===== config.mk =====
export PLATFORM = sky130hd
export DESIGN_NAME = alu_sequencer
export DESIGN_NICKNAME = d
export VERILOG_FILES = /design/src/rtl/alu_sequencer_pkg.sv /design/src/rtl/alu_sequencer_decode.sv /design/src/rtl/alu_sequencer.sv
export SDC_FILE = /design/constraint.sdc
export NUM_CORES = 1
export LEC_CHECK = 0
export ABC_AREA = 1
export CAP_MARGIN = 30
export CORE_MARGIN = 5
export CORE_UTILIZATION = 35
export CTS_CLUSTER_DIAMETER = 120
export DETAILED_ROUTE_END_ITERATION = 10
export RECOVER_POWER = 100
export SYNTH_ARGS = -nofsm -noshare
export SYNTH_HDL_FRONTEND = slang
export SYNTH_SLANG_ARGS = --single-unit

===== constraint.sdc =====
create_clock -name clk_i -period 2.4 [get_ports clk_i]
set_clock_uncertainty 0.2 [all_clocks]
set_input_delay 0.72 -clock clk_i [delete_from_list [all_inputs] [get_ports clk_i]]
set_output_delay 0.72 -clock clk_i [all_outputs]
set_load 0.05 [all_outputs]

===== src/rtl/alu_sequencer_pkg.sv =====
// Shared opcodes, ALU function selects and sequencer state encoding.
// The ALU select codes are also used by the ALU itself.
package alu_sequencer_pkg;

   localparam logic [3:0] OP_NOP = 4'b0000;
   localparam logic [3:0] OP_ADD = 4'b0001;
   localparam logic [3:0] OP_SUB = 4'b0010;
   localparam logic [3:0] OP_NOR = 4'b0011;
   localparam logic [3:0] OP_LDA = 4'b0100;
   localparam logic [3:0] OP_STA = 4'b0101;
   localparam logic [3:0] OP_LDI = 4'b0110;
   localparam logic [3:0] OP_JMP = 4'b0111;
   localparam logic [3:0] OP_JZ  = 4'b1000;
   localparam logic [3:0] OP_SHL = 4'b1011;
   localparam logic [3:0] OP_SHR = 4'b1100;
   localparam logic [3:0] OP_HLT = 4'b1111;

   localparam logic [3:0] ALU_NONE = 4'b0000;
   localparam logic [3:0] ALU_ADD  = 4'b0001;
   localparam logic [3:0] ALU_SUB  = 4'b0010;
   localparam logic [3:0] ALU_NOR  = 4'b0011;
   localparam logic [3:0] ALU_SHL  = 4'b1011;
   localparam logic [3:0] ALU_SHR  = 4'b1100;

   typedef enum logic [2:0] {
      ST_IDLE    = 3'd0,
      ST_FETCH   = 3'd1,
      ST_DECODE  = 3'd2,
      ST_EXECUTE = 3'd3,
      ST_WBACK   = 3'd4,
      ST_OPERAND = 3'd5,
      ST_JUMP    = 3'd6,
      ST_HALT    = 3'd7
   } state_e;

endpackage


===== src/rtl/alu_sequencer_decode.sv =====
// Combinational opcode classifier; unknown opcodes fall through as NOP.
module instr_decode
   import alu_sequencer_pkg::*;
(
   input  logic [3:0] opcode_i,
   output logic       isAlu_o,
   output logic [3:0] aluSel_o,
   output logic       isLoad_o,
   output logic       isLoadImm_o,
   output logic       isStore_o,
   output logic       isJump_o,
   output logic       isJz_o,
   output logic       isHalt_o
);

   // Opcode to control-class lookup
   always_comb begin
      isAlu_o     = 1'b0;
      aluSel_o    = ALU_NONE;
      isLoad_o    = 1'b0;
      isLoadImm_o = 1'b0;
      isStore_o   = 1'b0;
      isJump_o    = 1'b0;
      isJz_o      = 1'b0;
      isHalt_o    = 1'b0;
      case (opcode_i)
         OP_ADD: begin isAlu_o = 1'b1; aluSel_o = ALU_ADD; end
         OP_SUB: begin isAlu_o = 1'b1; aluSel_o = ALU_SUB; end
         OP_NOR: begin isAlu_o = 1'b1; aluSel_o = ALU_NOR; end
         OP_SHL: begin isAlu_o = 1'b1; aluSel_o = ALU_SHL; end
         OP_SHR: begin isAlu_o = 1'b1; aluSel_o = ALU_SHR; end
         OP_LDA: isLoad_o    = 1'b1;
         OP_STA: isStore_o   = 1'b1;
         OP_LDI: isLoadImm_o = 1'b1;
         OP_JMP: isJump_o    = 1'b1;
         OP_JZ:  isJz_o      = 1'b1;
         OP_HLT: isHalt_o    = 1'b1;
         default: isAlu_o    = 1'b0;
      endcase
   end

endmodule


===== src/rtl/alu_sequencer.sv =====
// Multi-cycle fetch/decode/execute sequencer for the 8-bit datapath.
// Owns PC, IR, ACC and the {Z,C,N} flag register.
module alu_sequencer
   import alu_sequencer_pkg::*;
#(
   parameter logic [7:0] RESET_PC = 8'h00,
   parameter int         RF_AW    = 4
) (
   input  logic             clk_i,
   input  logic             rst_i,
   input  logic             run_i,
   output logic [7:0]       imemAddr_o,
   input  logic [7:0]       imemData_i,
   output logic [RF_AW-1:0] rfAddr_o,
   input  logic [7:0]       rfRdata_i,
   output logic [7:0]       rfWdata_o,
   output logic             rfWe_o,
   output logic [3:0]       aluOp_o,
   output logic [7:0]       aluA_o,
   output logic [7:0]       aluB_o,
   input  logic [7:0]       aluResult_i,
   input  logic             aluZ_i,
   input  logic             aluC_i,
   input  logic             aluN_i,
   output logic [7:0]       acc_o,
   output logic [2:0]       flags_o,
   output logic             halted_o
);

   state_e     state_q, state_d;
   logic [7:0] pc_q, pc_d;
   logic [7:0] ir_q, ir_d;
   logic [7:0] acc_q, acc_d;
   logic [2:0] flags_q, flags_d;
   logic [7:0] res_q, res_d;
   logic [2:0] resFlags_q, resFlags_d;
   logic [3:0] aluOp_q, aluOp_d;
   logic       rfWe_q, rfWe_d;
   logic       halted_q, halted_d;

   logic [3:0] decOpcode_s;
   logic       isAlu_s, isLoad_s, isLoadImm_s, isStore_s, isJump_s, isJz_s, isHalt_s;
   logic [3:0] aluSel_s;

   // In DECODE the fresh instruction byte is classified before it lands in IR.
   assign decOpcode_s = (state_q == ST_DECODE) ? imemData_i[7:4] : ir_q[7:4];

   instr_decode u_decode (
      .opcode_i    (decOpcode_s),
      .isAlu_o     (isAlu_s),
      .aluSel_o    (aluSel_s),
      .isLoad_o    (isLoad_s),
      .isLoadImm_o (isLoadImm_s),
      .isStore_o   (isStore_s),
      .isJump_o    (isJump_s),
      .isJz_o      (isJz_s),
      .isHalt_o    (isHalt_s)
   );

   // Sequencer state and datapath registers
   always_ff @(posedge clk_i or posedge rst_i) begin
      if (rst_i) begin
         state_q    <= ST_IDLE;
         pc_q       <= RESET_PC;
         ir_q       <= 8'h00;
         acc_q      <= 8'h00;
         flags_q    <= 3'b000;
         res_q      <= 8'h00;
         resFlags_q <= 3'b000;
         aluOp_q    <= ALU_NONE;
         rfWe_q     <= 1'b0;
         halted_q   <= 1'b0;
      end else begin
         state_q    <= state_d;
         pc_q       <= pc_d;
         ir_q       <= ir_d;
         acc_q      <= acc_d;
         flags_q    <= flags_d;
         res_q      <= res_d;
         resFlags_q <= resFlags_d;
         aluOp_q    <= aluOp_d;
         rfWe_q     <= rfWe_d;
         halted_q   <= halted_d;
      end
   end

   // Next state; aluOp/rfWe/halted are computed one cycle ahead so they come straight from flops
   always_comb begin
      state_d    = state_q;
      pc_d       = pc_q;
      ir_d       = ir_q;
      acc_d      = acc_q;
      flags_d    = flags_q;
      res_d      = res_q;
      resFlags_d = resFlags_q;
      aluOp_d    = ALU_NONE;
      rfWe_d     = 1'b0;
      halted_d   = halted_q;
      case (state_q)
         ST_IDLE: begin
            if (run_i) begin
               pc_d    = RESET_PC;
               state_d = ST_FETCH;
            end else begin
               state_d = ST_IDLE;
            end
         end
         ST_FETCH: state_d = ST_DECODE;
         ST_DECODE: begin
            ir_d = imemData_i;
            pc_d = pc_q + 8'h01;
            if (isJump_s || isJz_s) begin
               state_d = ST_OPERAND;
            end else if (isHalt_s) begin
               state_d  = ST_HALT;
               halted_d = 1'b1;
            end else begin
               state_d = ST_EXECUTE;
               aluOp_d = isAlu_s ? aluSel_s : ALU_NONE;
            end
         end
         ST_EXECUTE: begin
            // ALU output is captured here because aluOp drops back to idle in WBACK.
            res_d      = aluResult_i;
            resFlags_d = {aluZ_i, aluC_i, aluN_i};
            rfWe_d     = isStore_s;
            state_d    = ST_WBACK;
         end
         ST_WBACK: begin
            if (isAlu_s) begin
               acc_d   = res_q;
               flags_d = resFlags_q;
            end else if (isLoad_s) begin
               acc_d = rfRdata_i;
            end else if (isLoadImm_s) begin
               acc_d = {4'h0, ir_q[3:0]};
            end else begin
               acc_d = acc_q;
            end
            state_d = ST_FETCH;
         end
         ST_OPERAND: state_d = ST_JUMP;
         ST_JUMP: begin
            if (isJump_s || (isJz_s && flags_q[2])) begin
               pc_d = imemData_i;
            end else begin
               pc_d = pc_q + 8'h01;
            end
            state_d = ST_FETCH;
         end
         ST_HALT: begin
            halted_d = 1'b1;
            state_d  = ST_HALT;
         end
         default: state_d = ST_IDLE;
      endcase
   end

   assign imemAddr_o = pc_q;
   assign rfAddr_o   = ir_q[RF_AW-1:0];
   assign rfWdata_o  = acc_q;
   assign rfWe_o     = rfWe_q;
   assign aluOp_o    = aluOp_q;
   assign aluA_o     = rfRdata_i;
   assign aluB_o     = acc_q;
   assign acc_o      = acc_q;
   assign flags_o    = flags_q;
   assign halted_o   = halted_q;

endmodule


# Yosys cells after proc, flatten, opt, wreduce, memory -nomap -nowiden

Cells that the tools add are included.

Bits in registers: 47
Latch bits: 0
Bits in writable memories: 0
ROM bits: 0
Output and inout port bits: 53
Word-level logic and storage cells: 72
Memories: 0

$add $sub $neg: 1
$mul: 0
Divide/modulo/power cells: 0
$lt $le $gt $ge: 0
Equality and inequality tests: 21
Shift-type cells: 0
Multiplexer cells: 27
Bitwise gates (word level): 0
Reductions and logical operators: 13

Operator list:

| operator                                      | count |
|---|---|
| 2-to-1 mux 8 bit                              | 5 |
| one-hot mux 8 bit (3 select lines)            | 1 |
| one-hot mux 3 bit (7 select lines)            | 1 |
| 2-to-1 mux 4 bit                              | 5 |
| one-hot mux 4 bit (5 select lines)            | 1 |
| == test 4 x 3 -> 1 bit, second input constant | 4 |
| == test 4 bit, second input constant          | 4 |
| == test 3 bit, second input constant          | 4 |
| 2-to-1 mux 1 bit                              | 11 |
| adder 8 x 1 -> 8 bit, second input constant   | 1 |
| == test 4 x 2 -> 1 bit, second input constant | 2 |
| == test 3 x 2 -> 1 bit, second input constant | 2 |
| 2-to-1 mux 3 bit                              | 2 |
| inequality test 2 bit, second input constant  | 3 |
| AND reduction 2 bit                           | 3 |
| nonzero test 3 bit                            | 2 |
| OR reduction 5 bit                            | 1 |
| == test 4 x 1 -> 1 bit, second input constant | 1 |
| == test 3 x 1 -> 1 bit, second input constant | 1 |
| zero test 3 bit                               | 1 |
| AND reduction 3 bit                           | 1 |
| logical OR 1 bit                              | 2 |
| one-hot mux 1 bit (2 select lines)            | 1 |
| nonzero test 2 bit                            | 1 |
| other kinds (2)                               | 2 |

# Logic depth before layout (Yosys ltp)

Gate-level depths: netlist of the first run.

Depth in word-level cells: 9
Mapped depth: 14

# Modules after synthesis

From an unflattened synthesis of the first run, not the netlist that was laid out.

Cell total of the unflattened synthesis: 331
Area, all modules: 2561.2 sq um

By module, submodules not included:

| module        | times used | cells an instance | area each (sq um) | seq. area each (sq um) |
|---|---|---|---|---|
| alu_sequencer | 1          | 303               | 2436.1            | 1176.1 |
| instr_decode  | 1          | 28                | 125.1             | 0.0 |

# Least setup slack after synthesis of the first run

OpenSTA, ideal clock, no wires.

Path kind: input to register
From: input imemData_i[5]
To: register acc_q[0] (netlist: acc_o[0])
Library setup time: 0.119 ns
Arrival time: 1.688 ns
Slack: 0.394 ns
Stages on the path: 10
Path buffers: 1
Cells stage by stage: nand4_1 nand2_2 nand2_1 inv_2 nand2_2 nand3_4 nand2_4 buf_6 nand3_1 nand2_1

Longest elaborated chain between the ends: 6

Ends and longest elaborated chain:

| what                                           | RTL line                   | text |
|---|---|---|
| start, declared                                | alu_sequencer.sv:13        | `input logic [7:0] imemData_i,` |
| 2-to-1 mux 4 bit (*)                           | alu_sequencer.sv:46        | `assign decOpcode_s = (state_q == ST_DECODE) ? imemData_i[7:4] : ir_q[7:4];` |
| == test 4 x 1 -> 1 bit (tied with other cells) | alu_sequencer_decode.sv:26 | `case (opcode_i)` |
| OR reduction 5 bit (no source line)            | --                         |  |
| 2-to-1 mux 1 bit                               | alu_sequencer_decode.sv:26 |  |
| nonzero test 3 bit (no source line)            | --                         |  |
| AND reduction 2 bit (no source line)           | --                         |  |
| end signal, assigned                           | alu_sequencer.sv:66        | `acc_q <= 8'h00;` |
| end signal, assigned                           | alu_sequencer.sv:77        | `acc_q <= acc_d;` |
| end, declared                                  | alu_sequencer.sv:33        | `logic [7:0] acc_q, acc_d;` |

Mark *: on every way between the ends. The rest lies on a longest branch, timed or not.
A chain may end at the register's enable or synchronous reset.

# Worst setup path after layout of the first run

From: input rfRdata_i[5]
To: output aluA_o[5]

RTL lines:

| what            | RTL line            | text |
|---|---|---|
| start, declared | alu_sequencer.sv:15 | `input logic [7:0] rfRdata_i,` |
| end, declared   | alu_sequencer.sv:19 | `output logic [7:0] aluA_o,` |

No word-level cell between the ends.

==> results by group, run 1 <==
Synthesis
  – Register area share after synthesis: 0.4302
  – Synth cell types: 34
  – Syn. warnings: 0
  – Synth top area share: 0.4302
  – Cell taking the most area after synthesis: dfrtp_1
  – Synth Register Bits: 47
  – Avg Cell Area, Syn: 8.386 um^2
  – Post-synthesis cell count: 326
  – Ranking of synthesized cells by area: dfrtp_1 43%, nand2_1 12%, nand3_1 8.1%
  – Post-Syn Area: 0.002734 mm^2
  – Net count after synthesis: 357

Timing
  – Final setup viols: 0
  – Worst Tran Pin Value: 625.8 ps
  – Unrepaired setup endpoints after global routing: no
  – Slew HR: 0.5846
  – Tmin final: 2368 ps
  – Count of final hold-check violations: 0
  – Fmax achieved: 422.2 MHz
  – Tcrit/Tclk final: 0.9868
  – Max Slew Vio Count: 0

Layout
  – Fill count: 825
  – Non-Filler Instances: 516
  – NumNets Final: 444
  – Layout cells sized above 1: 0.2174
  – Layout area overhead: 27.05%
  – Antenna cells: 0

Clock tree
  – CTS tree: built
  – Resize count post-CTS: 0
  – Reg clk slew, reported paths: 80 ps
  – Cts hold-fix bufs: 0
  – Clock buffer depth: 2
  – Clk sinks: 47
  – CTS root buf: clkbuf_8
  – Clk_lat worst skew: 300 ps
  – H-Tree Depth: 2
  – Total CTS buffers: 5
  – Post-CTS Setup Repair Bufs: 0

Routing
  – Vias/cell: 4.583
  – Via count: 2,365
  – Avg WL per Cell: 13.09 um
  – Antenna Nets Post-Route: 0
  – Post-Route WL: 6756 um
  – Pre-antenna DRT Iters: 4
  – Initial DRC Count: 78
  – Drt drc: 0

Die
  – Top-level I/O count: 83
  – Core Footprint: 0.007687 mm^2
  – # rows: 32
  – Die Y: 98.38 um
  – Die Area: 0.009679 mm^2
  – Die Span X: 98.38 um
  – Initial Util: 0.3556

Placement
  – DP Cell Count: 508
  – Hpwl dp: 5403 um
  – GP Congestion: 0.8401
  – IO Port Bufs: 82

Worst setup path
  – Critical path's top delay family: buffers and inverters
  – Slowest cell on crit path: clkdlybuf4s50_1
  – Crit-path max cell delay: 490 ps
  – Worst setup endpoint: aluA_o[5]
  – R2r setup slk: 300 ps
  – Endpoint type of the worst setup path: output pin
  – CP max FO: 2
  – Critical path buffers and inverters: 2
  – Critical path data required time: 1480 ps
  – Critical path launch point: rfRdata_i[5]
  – Crit path launch type: input port
  – Worst R2R End: acc_o[6]
  – Worst Path Class, Setup: in2out
  – Levels on crit path: 2
  – Reg2Reg Depth: 13
  – Crit path cell chain: clkdlybuf4s50_1 > clkbuf_4
  – Worst path arrival time: 1450 ps
  – Worst r2r src: state_q[2]

GRT
  – Initial antenna violation count: 0
  – Grt met3 use: 0.03786
  – Vias in the first global route: 2,385
  – Met1 global-route usage: 0.1903
  – Global router's overall resource usage: 0.1437
  – Top Usage Layer GRT: met2
  – First-pass GRT wire length: 11,570 um
  – Largest net degree at the start of global routing: 34
  – GRT met2 Usage: 0.2330
  – GRT overflow: 0

Power
  – Leak Pwr: 1.747 nW
  – Tot Pwr: 1.431 mW
  – Peak VDD IR: 0.2179 mV
  – Power per cell area: 412.0 mW/mm^2

Flow run
  – Max Cap Violations: 0

Worst hold path
  – Worst min-delay path class: reg2reg

Status
  – Status: completed
-- per-stage QoR --
| stage | worst slack (ps) | TNS [ps] | hold WS (ps) | area, um^2 | util |
|---|---|---|---|---|---|
| finish | 31.65 | 0 | 282.2 | 3473 | 0.4518 |
| CTS | 33.77 | 0 | 295.9 | 3751 | 0.4880 |
| detailed placement | -185.1 | -2376 | 267.2 | 3656 | 0.4756 |
| floorplan | 363.9 | 0 | 275.8 | 2734 | - |
| global placement | -164.0 | -2193 | 265.0 | 3656 | 0.4756 |
| global route | 2.578 | 0 | 327.0 | 3473 | 0.4518 |
-- routing by layer --
metal | part of all wire | vias to the layer above
met5 | 0 | -
met4 | 0.010 | 0
met3 | 0.058 | 6
met2 | 0.48 | 62
met1 | 0.45 | 1102
li1 | - | 1195
-- registers in the layout (all words and copies together) (netlist names) --
name and flops:
resFlags_q 3, halted_o 1, res_q 8, rfWe_o 1
aluOp_o 4, imemAddr_o 8, state_q 3, ir_q 8
acc_o 8, flags_o 3
-- cells in the mapped netlist --
cell,number
nand3_4,2
nor2_8,1
buf_6,3
nand2_1,89
nand4_2,1
o21ai_1,1
ha_1,1
inv_2,5
nand3_1,44
a21oi_1,5
dfrtp_1,47
nor3_1,4
inv_1,21
a22oi_1,1
clkinv_4,1
nor2_4,2
nor2_1,11
a21o_1,1
clkbuf_1,2
nand3_2,2
a211oi_1,1
nor2_2,2
nand3b_1,3
xor2_1,4
inv_4,1
buf_4,29
o21ai_0,8
nand4_1,3
o21ai_2,3
nand2_2,11
a31oi_1,1
mux2_2,8
or2_2,3
nand2_4,5
-- worst min path at each step --
stage              from       end  slack (ps)  depth (start not counted)
5_1_grt        res_q[3]  res_q[3]         330                          1
3_3_place_gp   halted_o  halted_o         260                          1
3_5_place_dp   halted_o  halted_o         270                          1
6_report       halted_o  halted_o         280                          1
4_1_cts        halted_o  halted_o         300                          1
2_1_floorplan   ir_q[0]   ir_q[0]         280                          2
-- cell usage in the layout, fill, tap and decap left out, drive strengths merged, types with 8 or more instances in the layout --
cell type	n
nor2	16
mux2	8
clkdlybuf4s50	28
nand2	105
o21ai	12
buf	28
inv	27
nand3	48
clkbuf	64
dfrtp	47
-- cells by family (layout without fill, tap and decap cells) --
group / after synthesis / count (layout) / synth area share
DFF: 47 / 47 / 0.4302
xor gates and xnor gates: 4 / 4 / 0.01281
and+or+nand+nor: 183 / 183 / 0.3378
AOI/OAI and AO/OA: 21 / 21 / 0.04577
buffers and inverters: 62 / 150 / 0.1359
muxes: 8 / 8 / 0.03295
adders and majority gates: 1 / 1 / 0.004576
-- cell type report --
| class | instances | area [um^2] | area share |
|---|---|---|---|
| clock buffer | 7 | 86.33 | 0.02486 |
| clock inverter | 1 | 8.758 | 0.002522 |
| inverter | 28 | 112.6 | 0.03242 |
| multi-input combinational | 217 | 1189 | 0.3422 |
| sequential | 47 | 1176 | 0.3386 |
| tap | 102 | 127.6 | 0.03674 |
| timing repair buffer | 114 | 773.2 | 0.2226 |
-- report_power, final --
group | total [mW] | switching [mW] | internal [mW]
sequential | 0.805 | 0.00423 | 0.800
clock | 0.498 | 0.262 | 0.236
combinational | 0.129 | 0.0629 | 0.0657
total | 1.43 | 0.329 | 1.10
Note: power is estimated with default switching activity, not from simulation.
==> run 2: changes to the inputs <==
Settings changed: CTS_CLUSTER_SIZE from default to 30.
==> results of run 2 <==
The final DEF is identical to that of run 1; final timing and power are the same.
